===== src/rtl/fpu_pkg.sv =====
// fpu_pkg: shared op codes, sequencer states and constants for the FPU sequencer
package fpu_pkg;

    typedef enum logic [3:0] {
        OP_FADD     = 4'b0000,
        OP_FSUB     = 4'b0001,
        OP_FMUL     = 4'b0010,
        OP_FDIV     = 4'b0011,
        OP_FCVT_S_W = 4'b0100,
        OP_FCVT_W_S = 4'b0101,
        OP_FEQ      = 4'b0110,
        OP_FLT      = 4'b0111,
        OP_FLE      = 4'b1000
    } fpu_op_e;

    typedef enum logic [2:0] {
        S_IDLE,
        S_SEND_A,
        S_SEND_B,
        S_WAIT_Z,
        S_ACK_Z,
        S_RESP
    } state_e;

    localparam logic [31:0] FPU_CANON_NAN = 32'h7FC00000;

    function automatic logic op_legal(input logic [3:0] op);
        return op <= OP_FLE;
    endfunction

    function automatic logic op_unary(input logic [3:0] op);
        return op == OP_FCVT_S_W || op == OP_FCVT_W_S;
    endfunction

endpackage


===== src/rtl/fpu_seq_timer.sv =====
// fpu_seq_timer: per-transaction watchdog, flags the last allowed counted cycle
module fpu_seq_timer #(
    parameter int TIMEOUT_CYCLES = 255
) (
    input  logic clk,
    input  logic reset_n,
    input  logic i_clear,
    input  logic i_count,
    output logic o_expired
);

    localparam int W = (TIMEOUT_CYCLES > 1) ? $clog2(TIMEOUT_CYCLES) : 1;

    logic [W-1:0] r_cnt;

    // count cycles spent waiting on the FPU, restart on every accepted request
    always_ff @(posedge clk) begin
        if (!reset_n || i_clear)
            r_cnt <= '0;
        else if (i_count)
            r_cnt <= r_cnt + 1'b1;
    end

    assign o_expired = i_count && (r_cnt == W'(TIMEOUT_CYCLES - 1));

endmodule


===== src/rtl/fpu_sequencer.sv =====
// fpu_sequencer: steps one core FPU request through the strobe/ack FPU handshake (watchdog: FPU_SEQ_TIMEOUT_EN)
module fpu_sequencer
    import fpu_pkg::*;
#(
    parameter int TIMEOUT_CYCLES = 255
) (
    input  logic        clk,
    input  logic        reset_n,
    input  logic        req_valid,
    output logic        req_ready,
    input  logic [3:0]  req_op,
    input  logic [31:0] req_a,
    input  logic [31:0] req_b,
    output logic        resp_valid,
    input  logic        resp_ready,
    output logic [31:0] resp_data,
    output logic        resp_err,
    output logic [3:0]  fpu_op,
    output logic [31:0] fpu_in1,
    output logic [31:0] fpu_in2,
    output logic        fpu_in1_stb,
    output logic        fpu_in2_stb,
    input  logic        fpu_in1_ack,
    input  logic        fpu_in2_ack,
    input  logic [31:0] fpu_out,
    input  logic        fpu_out_stb,
    output logic        fpu_out_ack,
    output logic        busy
);

    state_e      r_state, w_next;
    logic [3:0]  r_op;
    logic [31:0] r_a, r_b, r_data;
    logic        r_err;
    logic        w_accept, w_counting, w_expired;

    assign w_accept   = (r_state == S_IDLE) && req_valid;
    assign w_counting = (r_state == S_SEND_A) || (r_state == S_SEND_B) || (r_state == S_WAIT_Z);

`ifdef FPU_SEQ_TIMEOUT_EN
    fpu_seq_timer #(.TIMEOUT_CYCLES(TIMEOUT_CYCLES)) u_timer (
        .clk       (clk),
        .reset_n   (reset_n),
        .i_clear   (w_accept),
        .i_count   (w_counting),
        .o_expired (w_expired)
    );
`else
    assign w_expired = 1'b0;
`endif

    // state register
    always_ff @(posedge clk) begin
        if (!reset_n)
            r_state <= S_IDLE;
        else
            r_state <= w_next;
    end

    // next state and state-decoded handshake outputs; a watchdog expiry overrides any progress
    always_comb begin
        w_next      = r_state;
        req_ready   = r_state == S_IDLE;
        busy        = r_state != S_IDLE;
        fpu_in1_stb = r_state == S_SEND_A;
        fpu_in2_stb = r_state == S_SEND_B;
        fpu_out_ack = r_state == S_ACK_Z;
        resp_valid  = r_state == S_RESP;
        case (r_state)
            S_IDLE:   if (req_valid) w_next = op_legal(req_op) ? S_SEND_A : S_RESP;
            S_SEND_A: if (fpu_in1_ack) w_next = S_SEND_B;
            S_SEND_B: if (fpu_in2_ack) w_next = S_WAIT_Z;
            S_WAIT_Z: if (fpu_out_stb) w_next = S_ACK_Z;
            S_ACK_Z:  w_next = S_RESP;
            S_RESP:   if (resp_ready) w_next = S_IDLE;
            default:  w_next = S_IDLE;
        endcase
        if (w_expired)
            w_next = S_RESP;
    end

    // operand latch and result capture; unary ops ship a zero second operand
    always_ff @(posedge clk) begin
        if (!reset_n) begin
            r_op   <= '0;
            r_a    <= '0;
            r_b    <= '0;
            r_data <= '0;
            r_err  <= 1'b0;
        end else if (w_accept) begin
            r_op   <= req_op;
            r_a    <= req_a;
            r_b    <= op_unary(req_op) ? 32'h0 : req_b;
            r_data <= '0;
            r_err  <= !op_legal(req_op);
        end else if (w_expired) begin
            r_data <= FPU_CANON_NAN;
            r_err  <= 1'b1;
        end else if (r_state == S_WAIT_Z && fpu_out_stb) begin
            r_data <= fpu_out;
        end
    end

    assign fpu_op    = r_op;
    assign fpu_in1   = r_a;
    assign fpu_in2   = r_b;
    assign resp_data = r_data;
    assign resp_err  = r_err;

endmodule

===== config.mk =====
export PLATFORM = sky130hd
export DESIGN_NAME = fpu_sequencer
export DESIGN_NICKNAME = d
export VERILOG_FILES = /design/src/rtl/fpu_pkg.sv /design/src/rtl/fpu_seq_timer.sv /design/src/rtl/fpu_sequencer.sv
export SDC_FILE = /design/constraint.sdc
export NUM_CORES = 1
export LEC_CHECK = 0
export BUFFER_PORTS_ARGS = -buffer_cell sky130_fd_sc_hd__buf_2
export CAP_MARGIN = 10
export CORE_AREA = 2 2 100 92
export CTS_CLUSTER_SIZE = 25
export DETAILED_ROUTE_END_ITERATION = 10
export DIE_AREA = 0 0 102 94
export GPL_ROUTABILITY_DRIVEN = 0
export HOLD_SLACK_MARGIN = 0.1
export PLACE_DENSITY = 0.77
export SYNTH_ARGS = -nofsm -noshare
export SYNTH_HDL_FRONTEND = slang
export SYNTH_SLANG_ARGS = --single-unit

===== constraint.sdc =====
create_clock -name clk -period 1.72 [get_ports clk]
set_clock_uncertainty 0.15 [all_clocks]
set_input_delay 0 -clock clk [delete_from_list [all_inputs] [get_ports clk]]
set_output_delay 0 -clock clk [all_outputs]
set_load 0.03 [all_outputs]

Yosys cells after proc, flatten, opt, wreduce, memory -nomap -nowiden. Cells that the tools add are included.

Order comparisons: 1. Equality and inequality tests: 12. Mux-type cells: 8. Bitwise gates (word level): 1. Reduce and logical (&&, ||, !) cells: 8.

Operator list (number): $mux 32 (1); $mux 3 (6); $pmux 3 s6 (1); $eq 4x3->1 const B (2); $eq 3x2->1 const B (2); $eq 3x3->1 const B (2); $ne 2x1->1 const B (3); $reduce_and 5->1 (1); $le 4x4->1 const B (1); $ne 2x2->1 const B (2); $eq 3x1->1 const B (1); $logic_not 3->1 (1); $reduce_bool 3->1 (1); $logic_and 1x1->1 (2); $reduce_or 2->1 (1); $logic_not 1->1 (1); $logic_or 1x1->1 (1); $not 1->1 (1).

Flip-flop bits (word level): 104. Input port bits: 107. Output and inout port bits: 107.

Logic depth before layout (Yosys ltp). Gate-level depths: netlist of the first run.

Depth in word-level cells: 4. Mapped depth: 7. Depth with buffers taken out: 4.

Worst setup path after synthesis of the first run. Ideal clock, no wire load.

Path kind: reg-to-reg. Start: reg r_state[2]. End: reg r_b[10] (netlist: fpu_in2[10]). Library setup time: 0.117 ns. Arrival: 1.548 ns. Data required time: 1.453 ns. Slack: -0.095 ns. Cell stages (with the launch flop): 7. Period minus slack after synthesis: 1.815 ns. Path through: dfxtp_1 -> buf_6 -> nor3_4 -> a21oi_2 -> buf_2 -> buf_2 -> a22o_1.

Word-level cells in the longest chain between the ends: 2.

RTL lines: start, declared (line fpu_sequencer.sv:31) `state_e r_state, w_next;`; start signal, assigned (line fpu_sequencer.sv:57) `r_state <= w_next;`; $logic_not 3->1; net req_ready (line fpu_sequencer.sv:10) `output logic req_ready,`; $logic_and 1x1->1 (line fpu_sequencer.sv:37) `assign w_accept = (r_state == S_IDLE) && req_valid;`; end signal, assigned (line fpu_sequencer.sv:93) `r_b <= op_unary(req_op) ? 32'h0 : req_b;`; end, declared (line fpu_sequencer.sv:33) `logic [31:0] r_a, r_b, r_data;`.

The timed path passes the listed nets, and every way through them passes these cells. A chain may end at the register's enable or synchronous reset.

Worst setup path after layout of the first run.
Start: reg r_state[1]. End: reg r_data[5] (netlist: resp_data[5]).

Word-level cells in the longest chain between the ends: 3. Elaborated cells between the ends (all ways): 5. Classes of those cells: 1 x eq/ne; 4 x reduce/logical.

RTL lines: $logic_not 3->1 (line fpu_sequencer.sv:37); $logic_and 1x1->1 (line fpu_sequencer.sv:37); $reduce_or 2->1 (no source line); end signal, assigned (line fpu_sequencer.sv:100) `r_data <= fpu_out;`; end, declared (line fpu_sequencer.sv:33).

Several ways; a longest one is shown, not always the timed one.

==> out/qor.yml, run 1 <==
routing:
  wl_um: 12200
  top_layer_used: "met4"
  drt_iter0_markers: 129
  drc_errors: 0
  viasPerCell: 4.96
  wl_met3_um: 762
  wl_met2_um: 6460
  ant_nets: 0
  via_count: 3842
  dr.pass1.iters: 4
  wl_per_cell_um: 15.7
  drt-met1-wl_um: 4480
logic_synthesis:
  synthXorXnorAreaFrac_pct: 0
  avgSynthCellArea_sq_um: 10.5
  ys_seq_area_share_pct: 59.4
  synth_cells: 335
  yosys.area.top_type: "dfxtp_1"
  synthFlopType: "dfxtp_1"
  synth_top_area_share_pct: 59.4
  synth_cell_type_count: 31
  yosys.area_share.simple_pct: 11.1
  synth_edf_count: 0
  netlist_area_sq_um: 3510
  synth_most_common_cell: "dfxtp_1"
  syn_nets: 442
  synth.ff_latch_count: 104
  ys_warn_count: 0
  synthTopCellsByCount: "dfxtp_1 (104), a22o_1 (68), nand2_1 (67)"
  synth_top_family_by_area: "compound AO/OA/AOI/OAI gates"
  synthMuxAreaShare_pct: 0
  async_reset_ff_share_pct: 0
  synth_fa_ha_area_share_pct: 0
  synth_compound_area_share_pct: 24.8
  synthTopCellsByArea: "dfxtp_1 (59%), a22o_1 (17%), nand2_1 (7.2%), a21oi_1 (4.9%), buf_2 (1.3%)"
floorplanning:
  die-width_um: 102
  io_pins: 214
  core_sq_um: 8490
  rows: 32
  start_util_pct: 41.3
  die-height_um: 94
  die-area_sq_um: 9590
finish:
  syn2layout_area_growth_pct: 73.5
  insertedDiodeCount: 0
  fillers: 600
  fin_area_sq_um: 6090
  nNetsFinal: 757
  drive_gt1_share_pct: 38.5
outcome:
  status: "complete, no violations"
global_routing:
  grt_usage_pct: 24.5
  antenna_found_initial: 0
  grt_overflow_total: 0
  grt_pass1_vias: 3924
  grt_max_degree: 42
  grt_pass1_wl_um: 18400
critical_path:
  cp_max_fo: 32
  crit_path_end_kind: "flop"
  crit_chain: "buf_6 > nor2b_2 > and3_1 > buf_12 > nand2_1 > a21oi_1"
  crit_type: "flop to flop"
  startpoint_type: "flop"
  cp_num_buf_inv: 2
  slowest_delay_ns: 0.37
  required_ns: 1.83
  worstPathArrival_ns: 1.77
  crit_slowest_cell: "dfxtp_2"
  crit_family: "simple AND/OR/NAND/NOR gates"
clock_network:
  clock_sinks: 104
  cts_buffers: 9
  clk_pin_slew_ns: 0.09
  cts_tree: "done"
  clk_latency_ns: 0.34
  clock_path_buffers: 2
  cts_root_buf: "clkbuf_8"
  ctsHtreeMaxLevel: 3
sta:
  hold_ws_ns: 0.164
  post-route-period-util_pct: 96.2
  relSlewSlack_pct: 69.1
  post-route-min-period_ns: 1.66
  tns_ns: 0
  setup_viol: 0
  clock.fmax_ghz: 0.604
  hold_viol: 0
  drv_slew: 0
  worst_pin_slew_ns: 0.461
placed_design:
  hpwl_um: 6650
  place_area_sq_um: 4710
  io_buffer_count: 213
power:
  power_density_nw_per_um2: 1240
  leakage_nw: 2.91
  ir_worst_vdd_mv: 0.720
worst_hold_path:
  hold_path_class: "input pin to flop"
job:
  drv_cap: 0
sequential cells by signal, indices dropped and copies added, names as in the netlist:
| name | count |
|---|---|
| fpu_in1 | 32 |
| fpu_in2 | 32 |
| resp_data | 32 |
| fpu_op | 4 |
| r_state | 3 |
| resp_err | 1 |
timing repair:
action	in CTS	in global routing
cloned	1	0
endpoints found under the hold margin	104	0
gates resized for setup	6	3
pin swaps	0	1
buffers inserted	0	3
setup endpoints to repair	35	37
hold buffers	105	0
worst paths after layout:
| path | cells after the start | from | endpoint | slack [ns] |
|---|---|---|---|---|
| max | 6 | r_state[1]$_SDFFE_PN0P_ | resp_data[5]$_SDFFE_PP0P_ | 0.06 |
| min | 4 | fpu_in2_ack | r_state[0]$_SDFFE_PN0P_ | 0.16 |
| max reg2reg | 6 | r_state[1]$_SDFFE_PN0P_ | resp_data[5]$_SDFFE_PP0P_ | 0.06 |
| min reg2reg | 2 | resp_data[19]$_SDFFE_PP0P_ | resp_data[19]$_SDFFE_PP0P_ | 0.31 |
per-layer routing:
layer	global-route usage, %	up-vias
met1	25.8	1771
met4	11.9	0
met5	0	-
met3	4.84	46
li1	-	1822
met2	45.8	203
cell families (layout without fill, tap and decap cells):
family | after synthesis | in the layout
and+or+nand+nor | 87 | 87
buffers and inverters | 31 | 350
DFF | 104 | 104
AOI/OAI and AO/OA | 113 | 114
metrics by stage:
| stage | setup slack, ns | power (W) | util, % | std cells |
|---|---|---|---|---|
| after floorplan | -0.0433 | 0.00482 | - | 335 |
| after global placement | -0.0740 | 0.00554 | 55.5 | 649 |
| after detailed placement | -0.136 | 0.00560 | 55.5 | 649 |
| after CTS | 0.00206 | 0.00747 | 70.9 | 771 |
| after global routing | -0.00213 | 0.00791 | 71.7 | 774 |
| final | 0.0650 | 0.00756 | 71.7 | 774 |
where the power goes:
group / switching, W / internal (W)
clock network: 0.000812 / 0.000832
registers: 0.000221 / 0.00279
logic: 0.00178 / 0.00112
tightest hold or removal path, cell delays in order:
cell and delay, ns:
buf_2 0.09, nor4b_2 0.05, a211oi_4 0.29, a31o_2 0.20
placed cells by master (no fill, tap or decap), drive strengths merged, types with 3 or more instances in the layout:
cell         count
dlygate4sd3    105
nor2             3
nand2           67
clkbuf          10
nor2b            3
buf            226
inv              5
a22o            68
dfxtp          104
a21oi           35
and3             4
final cells by class:
cell class	count	area, sq um	area share [%]
Clock buffer	10	128	2.10
Clock inverter	6	91.3	1.50
Inverter	3	11.3	0.185
Multi-Input combinational cell	201	1320	21.6
Sequential cell	104	2080	34.2
Tap cell	119	149	2.45
Timing Repair Buffer	331	2310	37.9
(Power assumes the default switching activity.)
==> run 2, diff against run 1 <==
CELL_PAD_IN_SITES_DETAIL_PLACEMENT = 0   (was unset)
CELL_PAD_IN_SITES_GLOBAL_PLACEMENT = 1   (was unset)
CORE_AREA = 2 2 117 108   (was 2 2 100 92)
DIE_AREA = 0 0 119 110   (was 0 0 102 94)
PLACE_DENSITY = unset   (was 0.77)
PLACE_DENSITY_LB_ADDON = 0.1   (was unset)
==> out/qor.yml, run 2 (same netlist as run 1, synthesis figures left out) <==
sta:
  hold_viol: 0
  post-route-period-util_pct: 97.3
  drv_slew: 0
  setup_viol: 0
  rsz0062_at_grt: "yes"
  tns_ns: 0
  post-route-min-period_ns: 1.67
  relSlewSlack_pct: 73.3
  worst_pin_slew_ns: 0.399
  clock.fmax_ghz: 0.598
finish:
  syn2layout_area_growth_pct: 75.3
  nNetsFinal: 756
  final-seq-area_sq_um: 2080
  fillers: 1114
  fin_area_sq_um: 6150
  fin_cells: 814
  multi_input_area_sq_um: 1270
  insertedDiodeCount: 0
  drive_gt1_share_pct: 38.4
  layout_common_cells: "buf_2 (213), dlygate4sd3_1 (104), dfxtp_1 (103), a22o_1 (68), nand2_1 (67)"
  mostFrequentLayoutCell: "buf_2"
global_routing:
  antenna_found_initial: 0
  grt_overflow_total: 0
  grt_usage_pct: 16.8
  grt_max_degree: 38
  grt_pass1_vias: 3552
  grt_pass1_wl_um: 17400
routing:
  via_count: 3632
  ant_nets: 0
  viasPerCell: 4.46
  wl_per_cell_um: 13.6
  drt_iter0_markers: 116
  wl_um: 11100
  dr.pass1.iters: 4
  drc_errors: 0
placed_design:
  place_area_sq_um: 4800
  hpwl_um: 7170
  dp_cells: 694
  io_buffer_count: 213
clock_network:
  clock_path_buffers: 2
  clock_sinks: 104
  clk_latency_ns: 0.35
  cts_buffers: 9
  ctsHtreeMaxLevel: 3
  clk_pin_slew_ns: 0.07
  cts_tree: "done"
  cts_setup_buffers: 0
  cts_root_buf: "clkbuf_16"
floorplanning:
  die-area_sq_um: 13100
  start_util_pct: 29.6
  core_sq_um: 11800
  rows: 38
  io_pins: 214
  die-height_um: 110
  die-width_um: 119
critical_path:
  crit_path_end_kind: "flop"
  slowest_delay_ns: 0.37
  worstPathArrival_ns: 1.77
  crit_type: "flop to flop"
  crit_chain: "buf_4 > and3b_1 > a211oi_2 > o21ai_0 > and3_1"
  required_ns: 1.81
  startpoint_type: "flop"
  crit_slowest_cell: "a211oi_2"
  cp_max_fo: 8
outcome:
  status: "complete, no violations"
power:
  leakage_nw: 2.93
  ir_worst_vdd_mv: 0.845
  power_density_nw_per_um2: 1280
job:
  drv_cap: 0
worst_hold_path:
  hold_path_class: "input pin to flop"
-- run 2: changes by cell type in the layout (fill, tap and decap cells not counted), moves of 2 or more --
cell | before | now
clkbuf_16 | 0 | 9
clkbuf_8 | 9 | 0
buf_4 | 5 | 8
inv_8 | 0 | 3
bufinv_16 | 2 | 0
nor4b_1 | 0 | 2
-- run 2: path summary, 6_finish.rpt --
kind | startpoint | end | slack (ns) | depth (start not counted)
setup reg to reg | r_state[0]$_SDFFE_PN0P_ | r_state[1]$_SDFFE_PN0P_ | 0.05 | 5
setup / recovery | r_state[0]$_SDFFE_PN0P_ | r_state[1]$_SDFFE_PN0P_ | 0.05 | 5
hold / removal | fpu_in1_ack | r_state[0]$_SDFFE_PN0P_ | 0.15 | 4
hold reg to reg | resp_data[12]$_SDFFE_PP0P_ | resp_data[12]$_SDFFE_PP0P_ | 0.30 | 2
-- run 2: critical path: cells and delay by family (launching register included) --
kind / cells / cell delay, ns
and+or+nand+nor: 2 / 0.37
DFF: 1 / 0.35
AOI/OAI and AO/OA: 2 / 0.52
buffers and inverters: 1 / 0.17
-- run 2: per-layer routing --
| layer | global-route usage, % | vias up | part of all wire, % | routed length (um) |
|---|---|---|---|---|
| met5 | 0 | - | 0 | 0 |
| met4 | 6.80 | 0 | 1.9 | 210 |
| met3 | 5.20 | 19 | 6.1 | 682 |
| met2 | 28.4 | 137 | 48 | 5370 |
| met1 | 20.1 | 1656 | 44 | 4830 |
| li1 | - | 1820 | - | - |
-- run 2: final cells by class --
| type | instances | share of cell area, % |
|---|---|---|
| clock buffer | 9 | 3.66 |
| clock inverter | 7 | 1.12 |
| inverter | 3 | 0.183 |
| multi-input combinational | 200 | 20.7 |
| sequential | 104 | 33.9 |
| tap | 160 | 3.26 |
| timing repair buffer | 331 | 37.2 |
-- run 2: stage by stage --
stage          power [W]  worst slack (ns)  hold WS, ns  util, %
3_5_place_dp     0.00569            0.0403       0.0636     40.6
3_3_place_gp     0.00566            0.0811       0.0598     40.6
5_1_grt          0.00826           -0.0459        0.187     51.9
2_1_floorplan    0.00482           -0.0433      -0.0245        -
6_report         0.00784            0.0466        0.149     51.9
4_1_cts          0.00794            0.0102        0.131     51.8
-- run 2: repair_timing --
| action | CTS | global route |
|---|---|---|
| gates resized for setup | 0 | 4 |
| hold buffers | 104 | 0 |
| hold endpoints to repair | 104 | 0 |
| endpoints found under the setup margin | 0 | 68 |
-- run 2: power by group --
group	switching [W]	internal (W)
logic	0.00171	0.00109
registers	0.000225	0.00279
clock network	0.000990	0.00103
